[src/rtl/rapcore_wb_ctrl.sv]
// rapcore_wb_ctrl: Wishbone register block sequencing rapcore reset release and pad output enables.
module rapcore_wb_ctrl #(
    parameter logic [31:0] BASE_ADDR    = 32'h3000_0000,
    parameter int unsigned RESET_CYCLES = 16384,
    parameter logic [37:0] OEB_DEFAULT  = 38'h3F_FFFF_FFFF
) (
    input  logic        wb_clk_i,
    input  logic        wb_rst_i,
    input  logic        wbs_stb_i,
    input  logic        wbs_cyc_i,
    input  logic        wbs_we_i,
    input  logic [3:0]  wbs_sel_i,
    input  logic [31:0] wbs_adr_i,
    input  logic [31:0] wbs_dat_i,
    output logic        wbs_ack_o,
    output logic [31:0] wbs_dat_o,
    input  logic        la_rst_valid,
    input  logic        la_rst_req,
    input  logic        move_done_i,
    input  logic        buffer_dtr_i,
    output logic        core_resetn,
    output logic [37:0] io_oeb_o
);
    typedef enum logic [1:0] {OFF = 2'd0, HOLD = 2'd1, RUN = 2'd2} state_e;
    localparam logic [15:0] LEN_RST = 16'(RESET_CYCLES);
    logic        ack_q, ack_d;
    logic [31:0] dat_q, dat_d;
    logic        en_q, en_d;
    logic        soft_q, soft_d;
    logic [15:0] len_q, len_d;
    logic [37:0] oeb_q, oeb_d;
    state_e      state_q, state_d;
    logic [15:0] cnt_q, cnt_d;
    logic        resetn_q;
    logic        in_win, wr;
    logic [2:0]  idx;
    logic [31:0] wmask, rdata;
    logic [15:0] len_w;
    logic        unused_ok;

    assign in_win    = wbs_adr_i[31:5] == BASE_ADDR[31:5];
    assign ack_d     = in_win & wbs_stb_i & wbs_cyc_i & ~ack_q;
    assign wr        = ack_d & wbs_we_i;
    assign idx       = wbs_adr_i[4:2];
    assign wmask     = {{8{wbs_sel_i[3]}}, {8{wbs_sel_i[2]}}, {8{wbs_sel_i[1]}}, {8{wbs_sel_i[0]}}};
    assign len_w     = (len_q & ~wmask[15:0]) | (wbs_dat_i[15:0] & wmask[15:0]);
    assign unused_ok = &{1'b0, wbs_adr_i[1:0]};

    always_comb begin
        case (idx)
            3'd0:    rdata = {31'b0, en_q};
            3'd1:    rdata = {27'b0, buffer_dtr_i, move_done_i, state_q, resetn_q};
            3'd2:    rdata = oeb_q[31:0];
            3'd3:    rdata = {26'b0, oeb_q[37:32]};
            3'd4:    rdata = {16'b0, len_q};
            default: rdata = 32'b0;
        endcase
        dat_d = ack_d ? rdata : 32'b0;
    end

    always_comb begin
        en_d   = en_q;
        soft_d = 1'b0;
        oeb_d  = oeb_q;
        len_d  = len_q;
        if (wr) begin
            case (idx)
                3'd0: begin
                    en_d   = wbs_sel_i[0] ? wbs_dat_i[0] : en_q;
                    soft_d = wbs_sel_i[0] & wbs_dat_i[1];
                end
                3'd2:    oeb_d[31:0]  = (oeb_q[31:0] & ~wmask) | (wbs_dat_i & wmask);
                3'd3:    oeb_d[37:32] = (oeb_q[37:32] & ~wmask[5:0]) | (wbs_dat_i[5:0] & wmask[5:0]);
                3'd4:    len_d        = (len_w == 16'd0) ? 16'd1 : len_w;
                default: ;
            endcase
        end
    end

    // Priority: LA request, then ENABLE=0, then soft reset / initial load, then completion.
    always_comb begin
        state_d = state_q;
        cnt_d   = cnt_q;
        if (la_rst_valid && la_rst_req) begin
            state_d = HOLD;
            cnt_d   = len_q;
        end else if (!en_q) begin
            state_d = OFF;
        end else if (state_q == OFF || soft_q) begin
            state_d = HOLD;
            cnt_d   = len_q;
        end else if (state_q == HOLD) begin
            cnt_d   = cnt_q - 16'd1;
            state_d = (cnt_q == 16'd1) ? RUN : HOLD;
        end else if (state_q != RUN) begin
            state_d = OFF;
        end
    end

    always_ff @(posedge wb_clk_i) begin
        if (wb_rst_i) begin
            ack_q    <= 1'b0;
            dat_q    <= 32'b0;
            en_q     <= 1'b0;
            soft_q   <= 1'b0;
            len_q    <= LEN_RST;
            oeb_q    <= OEB_DEFAULT;
            state_q  <= OFF;
            cnt_q    <= 16'd0;
            resetn_q <= 1'b0;
        end else begin
            ack_q    <= ack_d;
            dat_q    <= dat_d;
            en_q     <= en_d;
            soft_q   <= soft_d;
            len_q    <= len_d;
            oeb_q    <= oeb_d;
            state_q  <= state_d;
            cnt_q    <= cnt_d;
            resetn_q <= state_d == RUN;
        end
    end

    assign wbs_ack_o   = ack_q;
    assign wbs_dat_o   = dat_q;
    assign core_resetn = resetn_q;
    assign io_oeb_o    = oeb_q;
endmodule

[config.mk]
export PLATFORM = sky130hd
export DESIGN_NAME = rapcore_wb_ctrl
export DESIGN_NICKNAME = d
export VERILOG_FILES = /design/src/rtl/rapcore_wb_ctrl.sv
export SDC_FILE = /design/constraint.sdc
export NUM_CORES = 1
export LEC_CHECK = 0
export ABC_AREA = 1
export CAP_MARGIN = 25
export CORE_MARGIN = 2
export CORE_UTILIZATION = 47
export DETAILED_ROUTE_END_ITERATION = 7
export PLACE_DENSITY = 0.83
export REMOVE_ABC_BUFFERS = 1
export SLEW_MARGIN = 20
export SYNTH_ARGS = -nofsm -noshare
export SYNTH_HDL_FRONTEND = slang
export SYNTH_SLANG_ARGS = --single-unit
[constraint.sdc]
create_clock -name wb_clk_i -period 1.9 [get_ports wb_clk_i]
set_input_delay 0.285 -clock wb_clk_i [delete_from_list [all_inputs] [get_ports wb_clk_i]]
set_output_delay 0.285 -clock wb_clk_i [all_outputs]
set_load 0.005 [all_outputs]
# Word-level counts from Yosys, hierarchy flattened

Cells that the tools add are included.

Bits of input ports: 77
Output and inout port bits: 72
Bits in registers: 108

Add/subtract/negate cells: 1
Equal/unequal tests: 9
Reduce and logical (&&, ||, !) cells: 14
Muxes and demuxes: 12
Bitwise logic cells: 21

Operators by type and width:

| operator                                                              | number |
|---|---|
| 32-bit one-hot mux with 5 select lines                                | 1 |
| 16-bit 2-to-1 mux                                                     | 5 |
| 32-bit AND                                                            | 2 |
| 16-bit AND                                                            | 2 |
| 32-bit NOT                                                            | 1 |
| 32-bit bitwise OR                                                     | 1 |
| 27-bit by 25-bit == test with 1-bit output (second input constant)    | 1 |
| 16-bit by 1-bit == test with 1-bit output (second input constant)     | 1 |
| 16-bit zero test                                                      | 1 |
| 16-bit NOT                                                            | 1 |
| 16-bit bitwise OR                                                     | 1 |
| 16-bit by 1-bit subtractor with 16-bit output (second input constant) | 1 |
| 6-bit AND                                                             | 2 |
| 2-bit 2-to-1 mux                                                      | 6 |
| 2-bit AND reduction                                                   | 4 |
| 3-bit by 2-bit == test with 1-bit output (second input constant)      | 2 |
| 6-bit NOT                                                             | 1 |
| 6-bit bitwise OR                                                      | 1 |
| 1-bit AND                                                             | 5 |
| 1-bit NOT                                                             | 4 |
| 3-bit by 1-bit == test with 1-bit output (second input constant)      | 1 |
| 3-bit == test (second input constant)                                 | 1 |
| 3-bit zero test                                                       | 1 |
| 3-bit AND reduction                                                   | 1 |
| other kinds (10)                                                      | 10 |

# Depth between registers and ports, before layout

Gate-level depths: netlist (run 1).

Depth in word-level cells: 7
Gate-level depth with buffers: 11
Mapped depth without buffers: 11

# Least setup slack after synthesis (run 1)

OpenSTA, ideal clock, no wires.

Path kind: reg2reg
Start point: register cnt_q[0]
End point: register cnt_q[14]
Cell stages (with the launch flop): 10
Clock period less this slack: 1.438 ns
Setup slack: 0.462 ns
Data required time: 1.781 ns
Data arrival time: 1.319 ns
Path through: dfxtp_1 inv_1 ha_1 nand2_1 nor3_1 nand2_1 nand2_1 nand2_1 o21ai_0 nand2_1

Longest elaborated chain between the ends: 5

RTL lines:

| what                                          | line | source |
|---|---|---|
| start, declared                               | 33   | `logic [15:0] cnt_q, cnt_d;` |
| start signal, assigned                        | 119  | `cnt_q <= cnt_d;` |
| 16-bit by 1-bit subtractor with 16-bit output | 93   | `cnt_d = cnt_q - 16'd1;` |
| 16-bit 2-to-1 mux                             | 92   | `end else if (state_q == HOLD) begin` |
| 16-bit 2-to-1 mux                             | 89   | `end else if (state_q == OFF \|\| soft_q) begin` |
| 16-bit 2-to-1 mux                             | 87   | `end else if (!en_q) begin` |
| 16-bit 2-to-1 mux                             | 84   | `if (la_rst_valid && la_rst_req) begin` |

Every way passes these cells. The select of a mux whose other input is x is not followed.
A chain may end at the register's enable or synchronous reset.

==> results.cfg, run 1 <==
[worst_setup_path]
max_stage_delay_ns = 0.49
crit_arrival_ns = 1.92
required_ns = 2.16
critPathLaunchType = primary input
path_cells = clkdlybuf4s50_1, nand2_1, nor2_1, nand2_1, nor2_4, nand3_4, nor2_8, nand2_2, nand2_1, nand3_1
cp_top_family = simple AND/OR/NAND/NOR gates
end_kind = register
crit_top_cell = nand2_1
path_buf_inv = 1
critical_path_class = in -> reg
slowest_stage = clkdlybuf4s50_1
cp_max_fo = 12

[die]
start_util = 0.478
fp.dieH_um = 106
die_area_um2 = 11200
num_rows = 37
io-pin-count = 149
die_w_um = 106
core_um2 = 10200

[power]
swShare = 0.273
p_int_mw = 3.04
p_comb_frac = 0.121
p_clk_frac = 0.334
power_frac_seq = 0.545
ir_drop_mv = 0.401
p_leak_nw = 2.95
pwr_density_cell_nw_per_um2 = 606
p_sw_mw = 1.14

[yosys]
ys_async_sr_fraction = 0
synth.largest_area_cell = dfxtp_1
netlist_top_cells_count = nand2_1 (179), dfxtp_1 (108), nand3_1 (97)
synth-seq-cells = 108
avgSynthCellArea_um2 = 6.96
yosysWarnings = 0
yosysMostFrequentCell = nand2_1
synth-edff-count = 0
syn_inst = 703
synth_cell_types = 33
synth-seq-area-share = 0.442
synthTopCellsByArea = dfxtp_1 (44%), nand2_1 (14%), nand3_1 (9.9%)
synth_top_cell_area_share = 0.442
syn_area_um2 = 4890
synth_flop_cell = dfxtp_1

[drt]
dr.pass1.iters = 5
drc = 0
viasPerCell = 5.36
drt_iter0_markers = 401
via_count = 5384
wl_mm = 14.4
antenna_left = 0
routedWlPerCell_um = 14.3

[cts]
cts_buffers = 9
htreeDepth = 3
clock_path_buffers = 2
clk_pin_slew_ns = 0.11
insertion_delay_ns = 0.37
cts_sinks = 108
cts_tree = done
cts_setup_buffers = 0
clockRootBuffer = clkbuf_8

[finish]
n_fill_cell = 830
drive_gt1_frac = 0.0863
finish.utilization = 0.674
register_area_um2 = 2160
multiInputGateArea_um2 = 2310
syn_to_final_growth_pct = 40.9
nets = 943
n_antenna_cell = 0

[timing]
skew_ns = 0.0141
finalCritPeriodShare = 0.877
hold_ws_ns = 0.470
tightest_slew_ns = 0.814
fmax_mhz = 600
rsz0062_at_grt = no
slew_headroom = 0.457
post-route-min-period_ns = 1.67
drv_slew = 0
setup_viol = 0
hold_viol = 0

[run_status]
status = finished, final reports clean

[min_path]
timing.hold.worst.class = reg -> reg

[place]
place_congestion = 0.904
place_hpwl_mm = 10.8
numPortBuffers = 146

[global_route]
grt_start_max_net_pins = 29
grt_pass1_wl_mm = 22.9
grt_overflow = 0
track_usage = 0.247
antenna_found_initial = 0
first_global_vias = 5069

[flow_run]
max-cap-violations = 0
==> layout by cell type (no fill, tap or decap), types with 5 or more instances in the layout <==
cell type	synthesis	layout
nand4_1	10	10
buf_4	5	32
clkdlybuf4s50_1	0	146
nand2_1	179	179
inv_1	65	65
nor2_1	87	87
o21ai_0	41	41
a22oi_1	10	10
a221oi_1	5	5
dfxtp_1	108	108
nand3_1	97	97
clkbuf_8	0	9
o22ai_1	5	5
inv_2	6	6
a21oi_1	25	25
nor3_1	6	5
nand2_2	5	5
==> worst reg2reg max path: cells and delay by family, from the launching register on <==
| kind | cells | cell delay [ns] |
|---|---|---|
| and+or+nand+nor | 9 | 1.14 |
| buffers and inverters | 1 | 0.07 |
| DFF | 1 | 0.34 |
==> path summary, 6_finish.rpt <==
| kind | endpoint | depth (start not counted) | slack [ns] | start |
|---|---|---|---|---|
| max reg2reg | register | 10 | 0.23 | wbs_ack_o |
| max | register | 10 | 0.23 | wbs_adr_i[29] |
| min | wbs_dat_o[16] | 2 | 0.47 | register |
| min reg2reg | wbs_dat_o[16] | 2 | 0.47 | register |
==> kinds of logic (layout without fill, tap and decap cells) <==
| family | Yosys count | in the layout | synth area share |
|---|---|---|---|
| simple gates | 397 | 397 | 0.356 |
| flops | 108 | 108 | 0.442 |
| buf+inv | 103 | 269 | 0.0870 |
| compound gates | 91 | 91 | 0.106 |
| fa+ha+maj | 2 | 2 | 0.00511 |
| xor+xnor | 2 | 2 | 0.00358 |
==> per-stage QoR <==
| step | area, um^2 | setup TNS (ns) | worst slack [ns] | cells | total power [mW] |
|---|---|---|---|---|---|
| 3_3_place_gp | 6690 | -2.93 | -0.0723 | 989 | 2.81 |
| 5_1_grt | 6890 | 0 | 0.0354 | 1005 | 4.34 |
| 6_report | 6890 | 0 | 0.233 | 1005 | 4.18 |
| 3_5_place_dp | 6690 | -5.15 | -0.137 | 989 | 2.82 |
| 4_1_cts | 6890 | 0 | 0.199 | 1005 | 4.19 |
| 2_1_floorplan | 4730 | -1.08 | -0.139 | 671 | 2.53 |
==> timing repair <==
action / CTS / global route
resized for setup: 0 / 1
hold endpoints to repair: 0 / 0
endpoints found under the setup margin: 0 / 1
hold buffers: 0 / 0
==> metal layers <==
metal  vias up  wire [um]  global-route usage
met3        45       1070              0.0533
met1      2487       5760               0.292
met5         -          0                   0
met4         0        416              0.0977
li1       2600          -                   -
met2       252       7120               0.436
==> layout make-up <==
cell class	count	share of cell area
Sequential cell	108	0.314
Inverter	71	0.0387
Clock inverter	7	0.0116
Clock buffer	9	0.0180
Multi-Input combinational cell	492	0.335
Timing Repair Buffer	182	0.258
Tap cell	136	0.0247
==> power groups by stage <==
stage               registers (mW)  clock network, mW  logic (mW)
floorplan                     2.33                  0       0.201
global placement              2.33                  0       0.481
detailed placement            2.33                  0       0.492
CTS                           2.28               1.41       0.497
global route                  2.28               1.51       0.549
finish                        2.28               1.40       0.505
Power figures use the tool's default switching activity.
==> run 2, diff against run 1 <==
--- a/config.mk
+++ b/config.mk
@@ -7,6 +7,7 @@
 export LEC_CHECK = 0
 export ABC_AREA = 1
 export CAP_MARGIN = 25
+export CORE_ASPECT_RATIO = 1.4
 export CORE_MARGIN = 2
 export CORE_UTILIZATION = 47
 export DETAILED_ROUTE_END_ITERATION = 7
==> run 2 against run 1 <==
Effect of this change: sequential cell count stayed put; design area is 1.0% higher; sequential share of layout area is 0.32 points lower; core utilization is 0.64 points higher; worst hold slack worse by 0.0099 ns; cell count hardly changed; non-clock buffer count is 1 lower; clock-buffer cell count is 2 higher; setup slack worse by 0.076 ns; total power is 10% higher; critical path type is now reg -> reg; highest routed layer unchanged.
==> results.cfg, run 2 (same netlist as run 1, synthesis figures left out) <==
[timing]
hold_viol = 0
fmax_mhz = 574
post-route-min-period_ns = 1.74
drv_slew = 0
rsz0062_at_grt = no
finalCritPeriodShare = 0.917
skew_ns = 0.00914
tightest_slew_ns = 0.675
slew_headroom = 0.550
setup_viol = 0

[power]
ir_drop_mv = 0.484
pwr_density_cell_nw_per_um2 = 660
p_leak_nw = 2.98

[worst_setup_path]
r2r_start = cnt_q[0]
cp_max_fo = 4
critical_path_class = reg -> reg
critPathLaunchType = register
r2r_setup_slack_ns = 0.16
crit_arrival_ns = 1.98
crit_path_start = cnt_q[0]
r2r_cells = 9
required_ns = 2.14
end_kind = register
worstReg2RegEnd = cnt_q[14]

[die]
start_util = 0.478
fp.dieH_um = 125
num_rows = 44
core_um2 = 10200
io-pin-count = 149
die_area_um2 = 11300
die_w_um = 90.2

[finish]
syn_to_final_growth_pct = 42.4
register_area_um2 = 2160
layout_common_cells = nand2_1 (179), clkdlybuf4s50_1 (146), dfxtp_1 (108), nand3_1 (97), nor2_1 (87)
n_fill_cell = 866
finish.utilization = 0.680
final_common_cell = nand2_1
multiInputGateArea_um2 = 2300
nets = 942
n_antenna_cell = 0
stdcell_count = 1006
drive_gt1_frac = 0.0829

[drt]
drc = 0
viasPerCell = 5.24
routedWlPerCell_um = 14.2
antenna_left = 0
via_count = 5276
drt_iter0_markers = 305
dr.pass1.iters = 7
wl_mm = 14.3

[run_status]
status = finished, final reports clean

[flow_run]
max-cap-violations = 0

[global_route]
first_global_vias = 5057
grt_pass1_wl_mm = 23.3
antenna_found_initial = 0
grt_overflow = 0
grt_start_max_net_pins = 51
track_usage = 0.250

[min_path]
min_delay_path_depth = 2
timing.hold.worst.class = reg -> reg
min_to = wbs_dat_o[25]

[cts]
insertion_delay_ns = 0.35
htreeDepth = 3
cts_buffers = 9
post_cts_resized = 0
hold_buffers = 0
cts_sinks = 108
clock_path_buffers = 2
cts_tree = done
cts_setup_buffers = 0
clk_pin_slew_ns = 0.07
clockRootBuffer = clkbuf_16

[place]
dpl.cell_count = 990
numPortBuffers = 146
place_congestion = 0.910
place_hpwl_mm = 10.9
[run 2: worst max-delay path, stage by stage, from the launching register on]
cell	delay (ns)
dfxtp_1	0.33
inv_1	0.10
ha_1	0.20
nand2_1	0.13
nor3_1	0.38
nand2_1	0.10
nand2_1	0.08
nand2_1	0.07
o21ai_0	0.18
nand2_1	0.07
[run 2: report_power, final]
| group | internal [mW] | total, mW | leakage (nW) | switching, mW |
|---|---|---|---|---|
| clock network | 0.946 | 1.82 | 0.138 | 0.874 |
| registers | 2.27 | 2.28 | 0.872 | 0.00633 |
| logic | 0.241 | 0.502 | 1.97 | 0.261 |
[run 2: how the worst max path moves through the flow]
stage                     slack (ns)  depth (start not counted)        end
final                           0.16                          9  cnt_q[14]
after global routing            0.02                          9  cnt_q[14]
after detailed placement       -0.13                         10   register
after global placement         -0.04                         12       en_q
after CTS                       0.19                          9  cnt_q[14]
after floorplan                -0.14                         10   cnt_q[7]
[run 2: cell type report]
type	instances	share of cell area
Sequential cell	108	0.310
Inverter	71	0.0383
Tap cell	138	0.0248
Multi-Input combinational cell	492	0.331
Clock buffer	11	0.0348
Clock inverter	5	0.00611
Timing Repair Buffer	181	0.255
[run 2: metal layers]
metal | GRT usage | routed length (um) | vias to the layer above
met3 | 0.0321 | 673 | 28
li1 | - | - | 2608
met1 | 0.274 | 5580 | 2451
met5 | 0 | 0 | -
met4 | 0.0950 | 341 | 0
met2 | 0.482 | 7720 | 189
[run 2: through the flow]
step                total power [mW]  setup WS [ns]  hold slack, ns  TNS (ns)  cell area (um^2)
floorplan                       2.53         -0.139           0.354     -1.08              4730
detailed placement              2.82         -0.129           0.450     -2.83              6680
finish                          4.60          0.158           0.460         0              6970
global placement                2.81        -0.0446           0.445    -0.487              6680
global route                    4.76         0.0242           0.480         0              6970
CTS                             4.61          0.191           0.460         0              6970
